`config.mk`:
```
export PLATFORM = sky130hd
export DESIGN_NAME = filter_load_ctrl
export DESIGN_NICKNAME = d
export VERILOG_FILES = /design/src/rtl/filter_load_pkg.sv /design/src/rtl/filter_bank_tracker.sv /design/src/rtl/filter_load_ctrl.sv
export SDC_FILE = /design/constraint.sdc
export NUM_CORES = 1
export LEC_CHECK = 0
export CAP_MARGIN = 20
export CORE_AREA = 2 2 39 41
export DETAILED_ROUTE_END_ITERATION = 6
export DIE_AREA = 0 0 41 43
export DONT_BUFFER_PORTS = 1
export PLACE_DENSITY_LB_ADDON = 0.15
export SLEW_MARGIN = 10
export SYNTH_ARGS = -nofsm -noshare
export SYNTH_HDL_FRONTEND = slang
export SYNTH_SLANG_ARGS = --single-unit
```
`constraint.sdc`:
```
create_clock -name clk -period 2.7 [get_ports clk]
set_clock_uncertainty 0.15 [all_clocks]
set_input_delay 0.54 -clock clk [delete_from_list [all_inputs] [get_ports clk]]
set_output_delay 0.54 -clock clk [all_outputs]
set_load 0.03 [all_outputs]
```
`src/rtl/filter_load_pkg.sv`:
```
// Shared types and width helpers for the filter coefficient load controller.
package filter_load_pkg;

  typedef enum logic {
    ST_IDLE = 1'b0,
    ST_LOAD = 1'b1
  } load_state_e;

  // Bank-select width never drops below one bit, even for a single bank.
  function automatic int lg_banks(input int n);
    return (n <= 2) ? 1 : $clog2(n);
  endfunction

  // Occupancy counter must represent 0..n inclusive.
  function automatic int cnt_width(input int n);
    return (n < 1) ? 1 : $clog2(n + 1);
  endfunction

endpackage

```
`src/rtl/filter_bank_tracker.sv`:
```
// Ring of filter banks: write pointer, oldest-full read pointer and occupancy count.
module filter_bank_tracker
  import filter_load_pkg::*;
#(
  parameter int NUM_BANKS = 2,
  parameter int LG_BANKS  = lg_banks(NUM_BANKS),
  parameter int CNT_W     = cnt_width(NUM_BANKS)
) (
  input  logic                clk,
  input  logic                reset_n,
  input  logic                fill_i,
  input  logic                release_i,
  output logic [LG_BANKS-1:0] wr_bank_o,
  output logic [LG_BANKS-1:0] rd_bank_o,
  output logic                filter_avail_o,
  output logic                bank_free_o
);

  localparam logic [LG_BANKS-1:0] LAST_BANK = LG_BANKS'(NUM_BANKS - 1);
  localparam logic [CNT_W-1:0]    MAX_CNT   = CNT_W'(NUM_BANKS);

  logic [LG_BANKS-1:0] wr_ptr_q, wr_ptr_d;
  logic [LG_BANKS-1:0] rd_ptr_q, rd_ptr_d;
  logic [CNT_W-1:0]    cnt_q, cnt_d;
  logic                rel_ok;

  // A release with nothing held is dropped; fill and release together leave the count alone.
  always_comb begin
    rel_ok   = release_i && (cnt_q != '0);
    wr_ptr_d = wr_ptr_q;
    rd_ptr_d = rd_ptr_q;
    cnt_d    = cnt_q;
    if (fill_i) begin
      wr_ptr_d = (wr_ptr_q == LAST_BANK) ? '0 : wr_ptr_q + 1'b1;
    end
    if (rel_ok) begin
      rd_ptr_d = (rd_ptr_q == LAST_BANK) ? '0 : rd_ptr_q + 1'b1;
    end
    if (fill_i && !rel_ok) begin
      cnt_d = cnt_q + 1'b1;
    end else if (!fill_i && rel_ok) begin
      cnt_d = cnt_q - 1'b1;
    end
  end

  always_ff @(posedge clk or negedge reset_n) begin
    if (!reset_n) begin
      wr_ptr_q <= '0;
      rd_ptr_q <= '0;
      cnt_q    <= '0;
    end else begin
      wr_ptr_q <= wr_ptr_d;
      rd_ptr_q <= rd_ptr_d;
      cnt_q    <= cnt_d;
    end
  end

  assign wr_bank_o      = wr_ptr_q;
  assign rd_bank_o      = rd_ptr_q;
  assign filter_avail_o = (cnt_q != '0);
  assign bank_free_o    = (cnt_q < MAX_CNT);

endmodule

```
`src/rtl/filter_load_ctrl.sv`:
```
// F-vector load controller: streams FILTER_N taps per filter into a multi-bank filter memory.
// Optional FILTER_LOAD_ABORT_EN enables load_abort to discard a partial filter.
module filter_load_ctrl
  import filter_load_pkg::*;
#(
  parameter int FILTER_N    = 8,
  parameter int NUM_BANKS   = 2,
  parameter int LG_FILTER_N = $clog2(FILTER_N),
  parameter int LG_BANKS    = lg_banks(NUM_BANKS)
) (
  input  logic                   clk,
  input  logic                   reset_n,
  input  logic                   load_req,
  input  logic                   s_valid_f,
  output logic                   s_ready_f,
  output logic [LG_FILTER_N-1:0] addr_f,
  output logic [LG_BANKS-1:0]    bank_f,
  output logic                   wr_en_f,
  output logic                   done_f,
  output logic                   load_busy,
  output logic                   filter_avail,
  output logic [LG_BANKS-1:0]    rd_bank,
  input  logic                   bank_release,
  input  logic                   load_abort
);

  localparam logic [LG_FILTER_N-1:0] LAST_TAP = LG_FILTER_N'(FILTER_N - 1);

  load_state_e            state_q, state_d;
  logic [LG_FILTER_N-1:0] addr_q, addr_d;
  logic                   done_q, done_d;
  logic                   beat, last_beat, abort, fill, bank_free;

`ifdef FILTER_LOAD_ABORT_EN
  assign abort = load_abort && (state_q == ST_LOAD);
`else
  logic unused_abort;
  assign unused_abort = load_abort;
  assign abort        = 1'b0;
`endif

  assign s_ready_f = (state_q == ST_LOAD);
  assign beat      = s_valid_f && s_ready_f;
  assign wr_en_f   = beat;
  assign last_beat = beat && (addr_q == LAST_TAP);
  // An abort on the last beat still writes the word but the filter never counts as full.
  assign fill      = last_beat && !abort;

  always_comb begin
    state_d = state_q;
    addr_d  = addr_q;
    done_d  = fill;
    case (state_q)
      ST_IDLE: begin
        if (load_req && bank_free) begin
          state_d = ST_LOAD;
        end
      end
      ST_LOAD: begin
        if (abort || last_beat) begin
          addr_d  = '0;
          state_d = ST_IDLE;
        end else if (beat) begin
          addr_d = addr_q + 1'b1;
        end
      end
      default: state_d = ST_IDLE;
    endcase
  end

  always_ff @(posedge clk or negedge reset_n) begin
    if (!reset_n) begin
      state_q <= ST_IDLE;
      addr_q  <= '0;
      done_q  <= 1'b0;
    end else begin
      state_q <= state_d;
      addr_q  <= addr_d;
      done_q  <= done_d;
    end
  end

  assign addr_f    = addr_q;
  assign done_f    = done_q;
  assign load_busy = (state_q == ST_LOAD);

  filter_bank_tracker #(
    .NUM_BANKS (NUM_BANKS),
    .LG_BANKS  (LG_BANKS)
  ) u_tracker (
    .clk            (clk),
    .reset_n        (reset_n),
    .fill_i         (fill),
    .release_i      (bank_release),
    .wr_bank_o      (bank_f),
    .rd_bank_o      (rd_bank),
    .filter_avail_o (filter_avail),
    .bank_free_o    (bank_free)
  );

endmodule

```
==> run_results.csv, run 1 <==
group,metric,value,unit
yosys,synth_commonest_cells,"dfrtp_1 (9), ha_1 (3), nand2_1 (3), xnor2_1 (3)",
yosys,seq_area_frac_synth,0.554,
setup_path,crit_required,2010,ps
detailed_routing,drt_iter0_drc,5,
setup_path,critPathKind,"register to output pin",
worst_hold_path,hold_path_depth,2,
timing,worst_slack,439,ps
clock_tree,cts_buffer_depth,2,
setup_path,worst-r2r-cell-count,6,
clock_tree,cts_setup_buffers,0,
worst_hold_path,worstHoldPathType,"input pin to register",
job,max-cap-violations,0,
yosys,async_flop_share,1.00,
setup_path,arrival,1570,ps
yosys,synth-xor-area-share,0.108,
yosys,synth_most_common_cell,"dfrtp_1",
yosys,synth_compound_gate_area_share,0.0554,
detailed_routing,wl,705,um
detailed_routing,vias,242,
clock_tree,cts_made_buffers,3,
setup_path,crit_path_max_fanout,7,
setup_path,cp_top_family,"flip-flops",
yosys,syn_inst,35,
layout,fin_nets,49,
detailed_routing,viasPerCell,4.40,
yosys,synthMuxAreaShare,0,
die,row_count,14,
clock_tree,cts-root-buf,"clkbuf_4",
clock_tree,clk_latency,260,ps
placed_design,preCtsSetupSlack,637,ps
status,status,"finished, final reports clean",
setup_path,max_stage_delay,730,ps
worst_hold_path,hp-start,"bank_release",
placed_design,place.gp.congestion,0.622,
timing,period_minus_slack,2260,ps
setup_path,startpoint,"load_busy$_DFF_PN0_",
yosys,ys_top_cells_by_area,"dfrtp_1 (55%), ha_1 (9.2%), xnor2_1 (6.5%)",
clock_tree,clock_sinks,9,
timing,relSlewSlack,0.596,
layout,layout-drive-gt1-share,0.128,
die,die_area,1760,um2
yosys,ys_seq_elements,9,
power,power_density,1410,nW/um2
global_routing,grt_max_degree,10,
setup_path,r2r_slack,630,ps
detailed_routing,first_pass_iters,2,
yosys,synth_edf_count,0,
die,start_util,0.294,
global_routing,grt_pass1_vias,264,
clock_tree,htree_levels,1,
die,ios,16,
power,max-vdd-ir-drop,0.426,mV
global_routing,overflow,0,
yosys,synth_fa_ha_area_frac,0.0923,
global_routing,grt_pass1_wl,1.17,mm
yosys,synth_top_family_by_area,"simple AND/OR/NAND/NOR gates",
setup_path,start_kind,"register",
timing,finalSetupViolCount,0,
clock_tree,clk_pin_slew,60,ps
timing,hold_viol,0,
timing,tns,0,ps
detailed_routing,wl_per_cell,12.8,um
worst_hold_path,min_to,"u_tracker.rd_bank_o$_DFFE_PN0P_",
die,chipHeight,43,um
yosys,ys_types,16,
clock_tree,cts_tree,"built",
layout,diodes,0,
global_routing,antenna_found_initial,0,
yosys,synth_top_area_cell,"dfrtp_1",
die,core,1380,um2
timing,rsz0062_at_grt,"false",
setup_path,cp-end-kind,"output pin",
timing,min_period_over_period,0.837,
die,die_x,41,um
yosys,synth_area,407,um2
setup_path,r2r_start,"addr_f[0]$_DFFE_PN0P_",
yosys,yosys_warnings,0,
power,p_leak,0.000227,uW
setup_path,crit_chain,"nand2_1 -> inv_1",
setup_path,r2r-end,"u_tracker.cnt_q[1]$_DFFE_PN0P_",
yosys,synth_flop_cell,"dfrtp_1",
yosys,synth_nets,44,
timing,fmax,0.442,GHz
yosys,synth.avg_cell_area,11.6,um2
timing,report.final.slew_viol_count,0,
setup_path,slowest_stage,"dfrtp_1",
detailed_routing,drc_errors,0,
global_routing,grt_use_total,0.105,
setup_path,cp.buffers_inverters,1,
layout,area_growth,12.0,%
yosys,synthSimpleGateAreaFrac,0.154,
yosys,synth_top_area_frac,0.554,
detailed_routing,ant_nets,0,
timing,max_slew.worst_pin.slew,606,ps
placed_design,io_buffers,0,
==> cells by family after synthesis <==
| logic type | Yosys count |
|---|---|
| flip-flops | 9 |
| XOR/XNOR | 5 |
| AND/OR/NAND/NOR | 11 |
| AO/OA/AOI/OAI | 4 |
| adder cells (fa/ha/maj) | 3 |
| buffers and inverters | 3 |
==> report_power, final <==
part           internal, uW  switching [uW]  total (uW)
Clock                  56.9            45.8         103
Sequential              194             156         350
Combinational          86.1             104         190
Total                   337             305         642
==> layout make-up <==
cell class / instances / area, um2
clock buffer: 4 / 26.3
fill: 143 / 928
inverter: 2 / 7.51
multi-input combinational: 23 / 166
sequential: 9 / 225
tap: 16 / 20.0
timing repair buffer: 1 / 10.0
==> worst max path at each step <==
stage | cells past startpoint | slack, ps | to
after CTS | 2 | 430 | wr_en_f
after detailed placement | 6 | 640 | u_tracker.cnt_q[1]$_DFFE_PN0P_
after floorplan | 6 | 790 | u_tracker.cnt_q[1]$_DFFE_PN0P_
final | 2 | 440 | wr_en_f
after global routing | 2 | 330 | wr_en_f
after global placement | 6 | 710 | u_tracker.cnt_q[1]$_DFFE_PN0P_
==> layer usage <==
layer  part of all wire  GRT usage  vias to the layer above
li1                   -          -                      120
met5                  0          0                        -
met1               0.39     0.0993                      112
met3               0.11     0.0995                        0
met4                  0     0.0400                        0
met2               0.51      0.153                       10
==> worst reg2reg max path: stages (launching register included) <==
cell	delay (ps)
dfrtp_1	510
ha_1	290
ha_1	220
and3_1	200
ha_1	340
nor2_1	150
xnor2_1	140
==> cell usage in the layout, fill, tap and decap left out, drive strengths merged <==
cell type / count
inv: 2
dfrtp: 9
nand2b: 2
xnor2: 3
nor2: 2
xor2: 2
clkbuf: 4
ha: 3
nand2: 4
a21oi: 1
a21o: 1
nor3: 1
dlygate4sd3: 1
and3: 1
or2: 1
o21ai: 2
==> timing repair <==
| item | in CTS | in global routing |
|---|---|---|
| resized for setup | 0 | 0 |
| hold endpoints to repair | 9 | 0 |
| hold buffers | 1 | 0 |
==> sequential cells by signal, indices dropped and copies added (netlist names) <==
register	count
addr_f	3
done_f	1
load_busy	1
u_tracker.cnt_q	2
u_tracker.rd_bank_o	1
u_tracker.wr_bank_o	1
==> per-stage QoR <==
step	power [uW]	util	hold WS, ps	area, um2	std cells
global route	698	0.329	260	455	55
detailed placement	543	0.303	94.7	419	50
CTS	654	0.329	275	455	55
finish	642	0.329	276	455	55
global placement	526	0.303	94.7	419	50
floorplan	509	-	94.4	407	35
No activity file was read; power rests on OpenSTA's default activity.
==> inputs of run 2 (changes only) <==
clock period = 2.23 ns   (was 2.7 ns; I/O delays follow)
==> run 2 against run 1 <==
  * Clock power grew 19%
  * Via count grew 5.0%
  * Register-to-register slack lost 230 ps
  * Count of clock-buffer cells in the layout is the same
  * Routed wire length grew 0.99%
  * Critical path depth grew 3
  * Die area is the same
  * Power grew 26%
  * Worst hold slack lost 96 ps
==> run_results.csv, run 2 (same netlist as run 1, synthesis figures left out) <==
group,metric,value,unit
setup_path,start_kind,"register",
setup_path,r2r_start,"addr_f[2]$_DFFE_PN0P_",
global_routing,antenna_found_initial,0,
detailed_routing,first_pass_iters,3,
clock_tree,clock_sinks,9,
setup_path,r2r_slack,400,ps
clock_tree,clk_latency,260,ps
timing,timing.hold.ws,180,ps
setup_path,endpoint,"u_tracker.cnt_q[1]$_DFFE_PN0P_",
clock_tree,htree_levels,1,
placed_design,io_buffers,0,
worst_hold_path,worstHoldPathType,"input pin to register",
timing,min_period_over_period,0.822,
timing,period_minus_slack,1830,ps
detailed_routing,drc_errors,0,
clock_tree,cts_tree,"built",
die,chipHeight,43,um
setup_path,cp-end-kind,"register",
die,start_util,0.294,
setup_path,crit_path_max_fanout,4,
timing,report.final.slew_viol_count,0,
timing,rsz0062_at_grt,"false",
clock_tree,cts-root-buf,"clkbuf_4",
layout,largest_reg_flops,3,
clock_tree,cts_made_buffers,3,
die,die_area,1760,um2
power,max-vdd-ir-drop,0.576,mV
placed_design,post-place-cells,53,
setup_path,worst-r2r-cell-count,5,
clock_tree,cts_buffer_depth,2,
timing,finalSetupViolCount,0,
clock_tree,ctsResizeCount,0,
global_routing,grt_max_degree,10,
global_routing,overflow,0,
die,core,1380,um2
detailed_routing,wl_per_cell,12.3,um
setup_path,startpoint,"addr_f[2]$_DFFE_PN0P_",
timing,relSlewSlack,0.715,
job,max-cap-violations,0,
layout,fin_nets,52,
die,ios,16,
clock_tree,cts_setup_buffers,0,
die,die_x,41,um
layout,final_common_cell,"dfrtp_1",
global_routing,grt_use_total,0.102,
layout,layout-drive-gt1-share,0.190,
setup_path,critPathKind,"register to register",
timing,hold_viol,0,
detailed_routing,ant_nets,0,
detailed_routing,wl,712,um
timing,max_slew.worst_pin.slew,426,ps
power,power_density,1700,nW/um2
layout,diodes,0,
clock_tree,hold_buffers,1,
timing,fmax,0.545,GHz
placed_design,hpwlAfterDp,568,um
die,row_count,14,
status,status,"finished, final reports clean",
detailed_routing,vias,254,
layout,fillers,144,
placed_design,place.gp.congestion,0.609,
setup_path,crit_required,2260,ps
clock_tree,clk_pin_slew,60,ps
global_routing,grt_pass1_wl,1.13,mm
detailed_routing,viasPerCell,4.38,
layout,area_growth,17.5,%
layout,finalNonFillerCells,58,
global_routing,grt_pass1_vias,273,
power,p_leak,0.000241,uW
setup_path,r2r-end,"u_tracker.cnt_q[1]$_DFFE_PN0P_",
timing,tns,0,ps
detailed_routing,drt_iter0_drc,5,
setup_path,arrival,1860,ps
-- run 2: changes by cell type in the layout (fill, tap and decap cells not counted), sizes merged --
cell  previous run  this run
buf              0         3
-- run 2: how the worst min path moves through the flow --
stage                 start                               to  cells past startpoint
6_report       bank_release  u_tracker.rd_bank_o$_DFFE_PN0P_                      2
5_1_grt        bank_release  u_tracker.rd_bank_o$_DFFE_PN0P_                      2
4_1_cts        bank_release  u_tracker.rd_bank_o$_DFFE_PN0P_                      2
3_5_place_dp        reset_n                 done_f$_DFF_PN0_                      0
3_3_place_gp        reset_n                 done_f$_DFF_PN0_                      0
2_1_floorplan       reset_n            addr_f[0]$_DFFE_PN0P_                      0
-- run 2: critical path: stages (launching register included) --
cell,delay [ps]
dfrtp_1,500
ha_1,290
and3_1,200
ha_1,340
nor2_1,140
xnor2_1,130
-- run 2: power by group --
group	switching [uW]	internal [uW]	leakage [uW]
clock	54.1	68.8	0.0000150
combinational	210	134	0.000119
sequential	108	237	0.000107
total	372	439	0.000241
-- run 2: final cells by class --
cell class / count / area [um2] / area share
clock buffers: 4 / 26.3 / 0.0550
flip-flops and latches: 9 / 225 / 0.471
multi-input cells: 23 / 166 / 0.348
well taps: 16 / 20.0 / 0.0419
inverters: 2 / 7.51 / 0.0157
repair buffers: 4 / 32.5 / 0.0681
-- run 2: layer usage --
metal	GRT usage	wire length, um
met1	0.115	302
met2	0.128	353
met3	0.0838	56
met4	0.0600	0
met5	0	0
-- run 2: metrics by stage --
| step | util | setup WS [ps] | cell area, um2 | power (uW) |
|---|---|---|---|---|
| 3_3_place_gp | 0.319 | 429 | 442 | 675 |
| 4_1_cts | 0.345 | 385 | 478 | 828 |
| 6_report | 0.345 | 396 | 478 | 811 |
| 2_1_floorplan | - | 321 | 407 | 617 |
| 5_1_grt | 0.345 | 283 | 478 | 872 |
| 3_5_place_dp | 0.319 | 399 | 442 | 691 |
==> inputs of run 3 (changes only) <==
ABC_AREA = 1   (was not set)
clock period = 1.7 ns   (was 2.23 ns; I/O delays follow)
==> run 3 against run 2 <==
  * Setup slack got worse by 310 ps
  * Critical endpoint unchanged
  * Largest power group is now combinational cells
  * Final area is 19% higher
  * Largest cell class unchanged
  * First-iteration DRC count shrank 100%
  * Via count up 31%
==> run_results.csv, run 3 <==
group,metric,value,unit
die,row_count,14,
timing,finalSetupViolCount,0,
clock_tree,cts_tree,"built",
layout,fin_nets,66,
global_routing,overflow,0,
yosys,synth_edf_count,0,
worst_hold_path,worstHoldPathType,"input pin to register",
setup_path,crit_chain,"ha_4 -> ha_2 -> inv_2 -> nor2_4 -> ha_4 -> inv_2 -> nand4_1 -> nand2_1",
timing,min_period_over_period,0.949,
yosys,ys_top_cells_by_area,"dfrtp_1 (52%), nand2_1 (9.5%), ha_1 (8.6%)",
power,power.total,1180,uW
setup_path,max_stage_delay,430,ps
placed_design,post-place-cells,65,
die,ios,16,
timing,hold_viol,0,
yosys,synth_top_area_frac,0.519,
detailed_routing,wl,915,um
detailed_routing,drt_iter0_drc,0,
timing,tns,0,ps
yosys,ys_types,16,
yosys,async_flop_share,1.00,
yosys,synth_most_common_cell,"nand2_1",
clock_tree,cts_made_buffers,3,
clock_tree,cts-root-buf,"clkbuf_4",
timing,fmax,0.620,GHz
global_routing,antenna_found_initial,0,
timing,report.final.slew_viol_count,0,
timing,period_minus_slack,1610,ps
detailed_routing,vias,334,
clock_tree,clk_latency,250,ps
timing,relSlewSlack,0.715,
yosys,synth_flop_cell,"dfrtp_1",
yosys,synth_nets,54,
clock_tree,htree_levels,1,
setup_path,cp_top_family,"adder cells",
clock_tree,clock_sinks,9,
setup_path,critPathKind,"register to register",
detailed_routing,first_pass_iters,1,
setup_path,cp-end-kind,"register",
timing,max_slew.worst_pin.slew,426,ps
setup_path,arrival,1610,ps
layout,final_cell_mix,"nand2_1 (11), dfrtp_1 (7), buf_4 (7)",
layout,diodes,0,
layout,layout-drive-gt1-share,0.411,
setup_path,start_kind,"register",
status,status,"finished, final reports clean",
yosys,synth_top_area_cell,"dfrtp_1",
layout,final_common_cell,"nand2_1",
timing,rsz0062_at_grt,"false",
die,die_area,1760,um2
layout,largest_reg_flops,3,
placed_design,place.gp.congestion,0.695,
placed_design,io_buffers,0,
job,max-cap-violations,0,
power,power_density,2070,nW/um2
global_routing,grt_pass1_vias,378,
layout,fin_util,0.412,
yosys,synth_commonest_cells,"nand2_1 (11), dfrtp_1 (9), inv_1 (6)",
power,p_leak,0.000274,uW
power,max-vdd-ir-drop,0.692,mV
die,core,1380,um2
setup_path,crit_required,1690,ps
die,die_x,41,um
placed_design,hpwlAfterDp,675,um
clock_tree,cts_buffer_depth,2,
yosys,seq_area_frac_synth,0.519,
yosys,ys_seq_elements,9,
yosys,yosys_warnings,0,
global_routing,grt_use_total,0.137,
die,start_util,0.314,
yosys,synth_area,434,um2
setup_path,crit_path_max_fanout,4,
clock_tree,clk_pin_slew,60,ps
yosys,synth.avg_cell_area,9.65,um2
detailed_routing,wl_per_cell,12.7,um
yosys,syn_inst,45,
detailed_routing,drc_errors,0,
layout,area_growth,31.4,%
setup_path,slowest_stage,"dfrtp_2",
layout,finalNonFillerCells,72,
global_routing,grt_pass1_wl,1.54,mm
global_routing,grt_max_degree,10,
die,chipHeight,43,um
detailed_routing,ant_nets,0,
detailed_routing,viasPerCell,4.64,
setup_path,cp.buffers_inverters,2,
## run 3: cell types whose count changed after synthesis, sizes merged, moves of 2 or more
| cell | change |
|---|---|
| inv | +5 |
| nand2 | +9 |
| nand2b | -2 |
| nand3 | +4 |
| xnor2 | -2 |
## run 3: final timing paths
check,depth (start not counted),slack [ps],start,to
setup / recovery,8,90,addr_f[0]$_DFFE_PN0P_,u_tracker.cnt_q[1]$_DFFE_PN0P_
hold / removal,2,80,bank_release,u_tracker.rd_bank_o$_DFFE_PN0P_
setup reg to reg,8,90,addr_f[0]$_DFFE_PN0P_,u_tracker.cnt_q[1]$_DFFE_PN0P_
hold reg to reg,1,350,u_tracker.cnt_q[0]$_DFFE_PN0P_,u_tracker.cnt_q[0]$_DFFE_PN0P_
max in group asynchronous,1,770,reset_n,addr_f[1]$_DFFE_PN0P_
min in group asynchronous,1,300,reset_n,load_busy$_DFF_PN0_
## run 3: kinds of logic (layout without fill, tap and decap cells)
| family | Yosys count | count (layout) | share of synthesized area |
|---|---|---|---|
| simple gates | 21 | 21 | 0.236 |
| flops | 9 | 9 | 0.519 |
| buf+inv | 8 | 19 | 0.0778 |
| fa+ha+maj | 3 | 3 | 0.0865 |
| compound gates | 2 | 2 | 0.0230 |
| xor+xnor | 2 | 2 | 0.0577 |
## run 3: metal layers
layer	part of all wire	track usage
met1	0.39	0.132
met2	0.53	0.238
met3	0.072	0.0681
met5	0	0
met4	0	0.0400
## run 3: through the flow
| stage | cell area (um2) | setup slack [ps] | hold slack [ps] |
|---|---|---|---|
| after global placement | 502 | 56.8 | -105 |
| after CTS | 546 | 8.02 | 76.8 |
| final | 571 | 86.8 | 83.9 |
| after global routing | 571 | 14.6 | 101 |
| after detailed placement | 502 | 18.1 | -105 |
| after floorplan | 452 | 2.86 | -106 |
## run 3: cell type report
cell class / instances / area, um2
fillers: 143 / 813
flip-flops and latches: 9 / 228
multi-input cells: 28 / 208
repair buffers: 8 / 62.6
clock buffers: 4 / 26.3
inverters: 7 / 26.3
well taps: 16 / 20.0
## run 3: worst reg2reg max path, cell delays in order (launching register included)
cell	delay, ps
dfrtp_2	430
ha_4	160
ha_2	170
inv_2	90
nor2_4	60
ha_4	270
inv_2	40
nand4_1	80
nand2_1	70
## run 3: power by group
part,internal (uW),switching [uW],leakage (uW)
clock,90.4,75.4,0.0000150
combinational,219,350,0.000153
sequential,312,134,0.000106
total,621,559,0.000274
## run 3: repair_timing
| action | CTS | global route |
|---|---|---|
| setup endpoints to repair | 1 | 1 |
| pin swaps | 1 | 1 |
| buffers inserted | 1 | 1 |
| hold buffers | 1 | 0 |
| endpoints found under the hold margin | 9 | 0 |
| gates resized for setup | 0 | 4 |
